[src/rtl/rv32_lsu_pkg.sv]
// Shared RV32 load/store types: LSU FSM states, memory width codes, byte-enable type.
package rv32_lsu_pkg;

  typedef logic [31:0] RV32_DATA_T;
  typedef logic [3:0]  RV32_BE_T;

  typedef enum logic [1:0] {IDLE, REQ, WAIT, RESP} RV32_LSU_STATE;

  typedef enum logic [2:0] {
    MEM_B  = 3'b000,
    MEM_H  = 3'b001,
    MEM_W  = 3'b010,
    MEM_BU = 3'b100,
    MEM_HU = 3'b101
  } RV32_MEM_WIDTH;

  function automatic logic funct3_legal(input logic store, input logic [2:0] f3);
    if (store) return f3 inside {3'b000, 3'b001, 3'b010};
    return f3 inside {3'b000, 3'b001, 3'b010, 3'b100, 3'b101};
  endfunction

endpackage

[src/rtl/rv32_lsu_load_align.sv]
// Load data extraction: picks the byte/halfword at the lane offset and sign/zero-extends it.
module rv32_lsu_load_align
  import rv32_lsu_pkg::*;
(
  input  RV32_MEM_WIDTH width,
  input  logic [1:0]    off,
  input  RV32_DATA_T    rdata,
  output RV32_DATA_T    data
);

  RV32_DATA_T shifted;

  always_comb begin
    shifted = rdata >> {off, 3'b000};
    case (width)
      MEM_B:   data = {{24{shifted[7]}}, shifted[7:0]};
      MEM_BU:  data = {24'b0, shifted[7:0]};
      MEM_H:   data = {{16{shifted[15]}}, shifted[15:0]};
      MEM_HU:  data = {16'b0, shifted[15:0]};
      default: data = shifted;
    endcase
  end

endmodule

[src/rtl/rv32_lsu.sv]
// RV32I load/store unit: req/gnt/rvalid memory handshake with load timeout.
// Define RV_LSU_MISALIGN_TRAP_EN to fault misaligned accesses instead of force-aligning them.
module rv32_lsu
  import rv32_lsu_pkg::*;
#(
  parameter int unsigned TIMEOUT_CYCLES = 255
) (
  input  logic        clk,
  input  logic        rst,
  input  logic        req_valid,
  output logic        req_ready,
  input  logic        req_store,
  input  logic [2:0]  req_funct3,
  input  logic [31:0] req_addr,
  input  logic [31:0] req_wdata,
  input  logic [4:0]  req_rd,
  output logic        rsp_valid,
  output logic [31:0] rsp_rdata,
  output logic [4:0]  rsp_rd,
  output logic        rsp_err,
  output logic        mem_req,
  output logic        mem_we,
  output logic [31:0] mem_addr,
  output logic [3:0]  mem_be,
  output logic [31:0] mem_wdata,
  input  logic        mem_gnt,
  input  logic        mem_rvalid,
  input  logic [31:0] mem_rdata
);

  localparam logic [7:0] TMO_LIMIT = 8'(TIMEOUT_CYCLES);

  RV32_LSU_STATE state_q, state_d;
  logic [7:0]    cnt_q, cnt_d;
  logic          req_ready_q, req_ready_d;
  logic          rsp_valid_q, rsp_valid_d;
  logic          rsp_err_q, rsp_err_d;
  RV32_DATA_T    rsp_rdata_q, rsp_rdata_d;
  logic [4:0]    rsp_rd_q, rsp_rd_d;
  logic          mem_req_q, mem_req_d;
  logic          mem_we_q, mem_we_d;
  RV32_DATA_T    mem_addr_q, mem_addr_d;
  RV32_BE_T      mem_be_q, mem_be_d;
  RV32_DATA_T    mem_wdata_q, mem_wdata_d;
  RV32_MEM_WIDTH width_q, width_d;
  logic [1:0]    off_q, off_d;
  logic [4:0]    rd_q, rd_d;

  logic          req_misalign, req_err;
  logic [1:0]    req_off;
  RV32_BE_T      req_be;
  RV32_DATA_T    req_wdata_lane;
  RV32_DATA_T    load_data;

  rv32_lsu_load_align u_load_align (
    .width (width_q),
    .off   (off_q),
    .rdata (mem_rdata),
    .data  (load_data)
  );

  always_comb begin
    req_misalign = (req_funct3[1:0] == 2'b01 && req_addr[0]) ||
                   (req_funct3[1:0] == 2'b10 && req_addr[1:0] != 2'b00);
    req_off = req_addr[1:0];
`ifdef RV_LSU_MISALIGN_TRAP_EN
    req_err = !funct3_legal(req_store, req_funct3) || req_misalign;
`else
    req_err = !funct3_legal(req_store, req_funct3);
    // Force-align: the offset also drives load extraction, so both stay consistent.
    if (req_misalign) req_off = (req_funct3[1:0] == 2'b01) ? {req_addr[1], 1'b0} : 2'b00;
`endif
    case (req_funct3[1:0])
      2'b00: begin
        req_be         = 4'b0001 << req_off;
        req_wdata_lane = {4{req_wdata[7:0]}};
      end
      2'b01: begin
        req_be         = 4'b0011 << req_off;
        req_wdata_lane = {2{req_wdata[15:0]}};
      end
      default: begin
        req_be         = 4'b1111;
        req_wdata_lane = req_wdata;
      end
    endcase
  end

  always_comb begin
    state_d     = state_q;
    cnt_d       = cnt_q;
    req_ready_d = 1'b0;
    rsp_valid_d = 1'b0;
    rsp_err_d   = 1'b0;
    rsp_rdata_d = '0;
    rsp_rd_d    = '0;
    mem_req_d   = mem_req_q;
    mem_we_d    = mem_we_q;
    mem_addr_d  = mem_addr_q;
    mem_be_d    = mem_be_q;
    mem_wdata_d = mem_wdata_q;
    width_d     = width_q;
    off_d       = off_q;
    rd_d        = rd_q;
    case (state_q)
      IDLE: begin
        req_ready_d = 1'b1;
        if (req_valid && req_ready_q) begin
          req_ready_d = 1'b0;
          width_d     = RV32_MEM_WIDTH'(req_funct3);
          off_d       = req_off;
          rd_d        = req_rd;
          mem_we_d    = req_store;
          mem_addr_d  = {req_addr[31:2], 2'b00};
          mem_be_d    = req_be;
          mem_wdata_d = req_wdata_lane;
          if (req_err) begin
            state_d     = RESP;
            rsp_valid_d = 1'b1;
            rsp_err_d   = 1'b1;
          end else begin
            state_d   = REQ;
            mem_req_d = 1'b1;
          end
        end
      end
      REQ: begin
        if (mem_gnt) begin
          mem_req_d = 1'b0;
          if (mem_we_q) begin
            state_d     = RESP;
            rsp_valid_d = 1'b1;
          end else begin
            state_d = WAIT;
            cnt_d   = '0;
          end
        end
      end
      WAIT: begin
        cnt_d = cnt_q + 8'd1;
        if (mem_rvalid) begin
          state_d     = RESP;
          rsp_valid_d = 1'b1;
          rsp_rdata_d = load_data;
          rsp_rd_d    = rd_q;
        end else if (cnt_d == TMO_LIMIT) begin
          state_d     = RESP;
          rsp_valid_d = 1'b1;
          rsp_err_d   = 1'b1;
        end
      end
      default: begin
        state_d     = IDLE;
        req_ready_d = 1'b1;
      end
    endcase
  end

  always_ff @(posedge clk) begin
    if (rst) begin
      state_q     <= IDLE;
      cnt_q       <= '0;
      req_ready_q <= 1'b0;
      rsp_valid_q <= 1'b0;
      rsp_err_q   <= 1'b0;
      rsp_rdata_q <= '0;
      rsp_rd_q    <= '0;
      mem_req_q   <= 1'b0;
      mem_we_q    <= 1'b0;
      mem_addr_q  <= '0;
      mem_be_q    <= '0;
      mem_wdata_q <= '0;
      width_q     <= MEM_B;
      off_q       <= '0;
      rd_q        <= '0;
    end else begin
      state_q     <= state_d;
      cnt_q       <= cnt_d;
      req_ready_q <= req_ready_d;
      rsp_valid_q <= rsp_valid_d;
      rsp_err_q   <= rsp_err_d;
      rsp_rdata_q <= rsp_rdata_d;
      rsp_rd_q    <= rsp_rd_d;
      mem_req_q   <= mem_req_d;
      mem_we_q    <= mem_we_d;
      mem_addr_q  <= mem_addr_d;
      mem_be_q    <= mem_be_d;
      mem_wdata_q <= mem_wdata_d;
      width_q     <= width_d;
      off_q       <= off_d;
      rd_q        <= rd_d;
    end
  end

  assign req_ready = req_ready_q;
  assign rsp_valid = rsp_valid_q;
  assign rsp_err   = rsp_err_q;
  assign rsp_rdata = rsp_rdata_q;
  assign rsp_rd    = rsp_rd_q;
  assign mem_req   = mem_req_q;
  assign mem_we    = mem_we_q;
  assign mem_addr  = mem_addr_q;
  assign mem_be    = mem_be_q;
  assign mem_wdata = mem_wdata_q;

endmodule
[config.mk]
export PLATFORM = sky130hd
export DESIGN_NAME = rv32_lsu
export DESIGN_NICKNAME = d
export VERILOG_FILES = /design/src/rtl/rv32_lsu_pkg.sv /design/src/rtl/rv32_lsu_load_align.sv /design/src/rtl/rv32_lsu.sv
export SDC_FILE = /design/constraint.sdc
export NUM_CORES = 1
export LEC_CHECK = 0
export BUFFER_PORTS_ARGS = -buffer_cell sky130_fd_sc_hd__buf_2
export CORE_AREA = 2 2 116 118
export DETAILED_ROUTE_END_ITERATION = 8
export DIE_AREA = 0 0 118 120
export PLACE_DENSITY = 0.78
export SYNTH_ARGS = -nofsm -noshare
export SYNTH_HDL_FRONTEND = slang
export SYNTH_HIERARCHICAL = 1
export SYNTH_SLANG_ARGS = --single-unit
[constraint.sdc]
create_clock -name clk -period 2.4 [get_ports clk]
set_clock_uncertainty 0.1 [all_clocks]
set_input_delay 0.12 -clock clk [delete_from_list [all_inputs] [get_ports clk]]
set_output_delay 0.12 -clock clk [all_outputs]
set_load 0.005 [all_outputs]
==> flow_summary.yaml <==
run_status:
  status: "complete, no violations"
floorplanning:
  die_h_um: 120
  die_area_mm2: 0.01416
  rows: 42
  core_mm2: 0.01298
  io_pins: 220
  die_w_um: 118
  start_util_pct: 42.81
drt:
  via_count: 5776
  wl_per_cell_um: 15.28
  vias_per_cell: 4.992
  drcViolationCount: 0
  ant_nets: 0
  drtIter0Drc: 410
  drtPass1Iterations: 5
  routed_wl_um: 17680
critical_path:
  path_max_fanout: 5
  crit_path_end_kind: "flip-flop"
  crit_type: "reg2reg"
  required_ns: 2.60
  cpPeakStageDelay_ns: 0.41
  crit_arrival_ns: 2.45
  worst-path-buf-inv: 0
  crit_chain: "ha_2, nand3_2, or3_4, a2111oi_4, a211oi_1, or3b_1"
  reg2reg_slack_ns: 0.15
  crit_family: "simple AND/OR/NAND/NOR gates"
  start_kind: "flip-flop"
  cp_slowest_cell: "or3_4"
yosys:
  syn_avg_cell_area_um2: 8.183
  synth_common_cells: "154 x nand2_1, 128 x dfxtp_1, 71 x a21oi_1, 63 x nor2_1, 38 x and2_1"
  synthMuxAreaShare_pct: 6.665
  synth_cells: 679
  synth_edf_count: 0
  ys_warn_count: 6
  synth_top_family_by_area: "simple AND/OR/NAND/NOR gates"
  ys.flop_type: "dfxtp_1"
  synth_compound_area_share_pct: 17.97
  synth.largest_area_cell: "dfxtp_1"
  syn_area_mm2: 0.005557
  asyncSetResetFlopFracSynth_pct: 0
  synth_most_common_cell: "nand2_1"
  synthXorXnorAreaFrac_pct: 0.6080
  synth-seq-cells: 128
  yosys.area_share.simple_pct: 23.04
  synth_top_area_share_pct: 46.12
  synthAdderAreaFrac_pct: 1.351
  synthTopCellsByArea: "dfxtp_1 46%, nand2_1 10%, mux2i_1 6.7%"
  ys_seq_area_share_pct: 46.12
  synth.distinct_cells: 46
global_routing:
  grt-ovfl-total: 0
  grt_pass1_wl_um: 27910
  grt_max_degree: 81
  antenna_found_initial: 0
  grt_pass1_vias: 5685
  grtUsageTotal_pct: 24.78
sta:
  tightest_slew_ns: 1.059
  setup_ws_ns: 0.1523
  max_slew_margin_pct: 29.32
  fin_crit_sh_pct: 93.65
  hold_violations: 0
  min_period_ns: 2.248
  finalSetupTns_ns: 0
  setup_viol: 0
  slew_violations: 0
  fmax_mhz: 444.9
  rsz0062_at_grt: "false"
pwr:
  power_switching_mw: 2.086
  netSwitchingFraction_pct: 29.36
  clock_power_share_pct: 40.5
  p_comb_share_pct: 24.2
  vdd_drop_max_mv: 0.8374
  p_int_mw: 5.020
  p_leak_nw: 3.672
  finalPower_mw: 7.106
  cellPowerDensity_mw_per_mm2: 855.1
  seq_power_share_pct: 35.2
placement:
  place_congestion: 0.8312
  io_buffers: 217
  dp_hpwl_um: 10820
  pre_cts_slack_ns: 0.1490
cells_and_area:
  num-nets-final: 1084
  fill_cells: 1027
  insertedDiodeCount: 0
  area_growth_pct: 49.54
  drive_gt1_share_pct: 28.64
  utilization_pct: 64.02
clocking:
  cts.clk_slew.worst_paths_ns: 0.06
  clkSinkCount: 128
  cts_inserted_buffers: 17
  cts_buffer_depth: 2
  clk_latency_ns: 0.41
  cts-htree-levels: 4
  cts_root_buf: "clkbuf_16"
  cts_tree: "built"
worst_hold_path:
  hp-class: "in2reg"
run:
  maxCapViolCount: 0
[layout make-up]
class / instances / area (um2) / area share [%]
Clock buffer: 19 / 452.9 / 5.451
Clock inverter: 13 / 210.2 / 2.530
Inverter: 7 / 26.28 / 0.3162
Multi-Input combinational cell: 498 / 2783 / 33.49
Sequential cell: 128 / 2562 / 30.84
Tap cell: 176 / 220.2 / 2.650
Timing Repair Buffer: 316 / 2054 / 24.73
[per-stage QoR]
stage	hold slack, ns	std cells	area (um2)
final	0.01126	1157	8309
after global routing	0.02083	1157	8309
after global placement	0.2600	1041	6803
after CTS	0.002463	1157	8307
after detailed placement	0.2654	1041	6803
after floorplan	0.1552	680	5560
[worst reg2reg max path, delay by kind of cell, from the launching register on]
kind	cells	cell delay, ns
AOI/OAI and AO/OA	2	0.51
adders and majority gates	1	0.26
DFF	1	0.40
and+or+nand+nor	3	0.88
[registers in the layout, summed over array words and instances (netlist names)]
signal / flops
cnt_q: 8
mem_addr: 30
mem_be: 4
mem_req: 1
mem_wdata: 32
mem_we: 1
off_q: 2
rd_q: 5
req_ready: 1
rsp_err: 1
rsp_rd: 5
rsp_rdata: 32
rsp_valid: 1
state_q: 2
width_q: 3
[cell families (layout without fill, tap and decap cells)]
| family | count (synthesis) | count (layout) |
|---|---|---|
| adder cells (fa/ha/maj) | 6 | 6 |
| flip-flops | 128 | 128 |
| buffers and inverters | 54 | 355 |
| AO/OA/AOI/OAI | 161 | 161 |
| other | 1 | 2 |
| AND/OR/NAND/NOR | 289 | 289 |
| XOR/XNOR | 3 | 3 |
| multiplexers | 37 | 37 |
[power by group through the flow]
stage	Clock (mW)	Combinational, mW	Sequential (mW)
floorplan	0	0.968	2.55
global placement	0	1.56	2.53
finish	2.88	1.72	2.50
detailed placement	0	1.58	2.54
CTS	2.92	1.69	2.50
global route	3.03	1.92	2.53
[metal layers]
metal	wire (um)	share of wire, %	GRT usage (%)	vias to the layer above
li1	-	-	-	2873
met5	0	0	0	-
met1	6945	39	26.39	2612
met2	9048	51	45.02	247
met3	1196	6.8	7.462	44
met4	488	2.8	11.30	0
[path summary, 6_finish.rpt]
kind                                     from       endpoint  cells after the start
worst max-delay path                 cnt_q[1]     state_q[0]                      6
worst min register to register        rd_q[2]      rsp_rd[2]                      1
worst min-delay path            mem_rdata[31]  rsp_rdata[31]                      4
worst max register to register       cnt_q[1]     state_q[0]                      6
[what timing repair did]
action	CTS	global route
setup endpoints to repair	0	2
hold buffers	84	0
endpoints found under the hold margin	88	0
setup buffers	0	0
gates resized for setup	0	1
[cell usage in the layout (no fill, tap or decap), drive strengths merged, types with 9 or more instances in the layout]
| master | n |
|---|---|
| a311oi | 9 |
| a211oi | 25 |
| a21oi | 71 |
| dlygate4sd3 | 84 |
| nor2b | 9 |
| clkbuf | 19 |
| dfxtp | 128 |
| and2 | 38 |
| o21ai | 36 |
| mux2i | 37 |
| buf | 232 |
| nor2 | 63 |
| nand2 | 154 |
(Power assumes the default switching activity.)
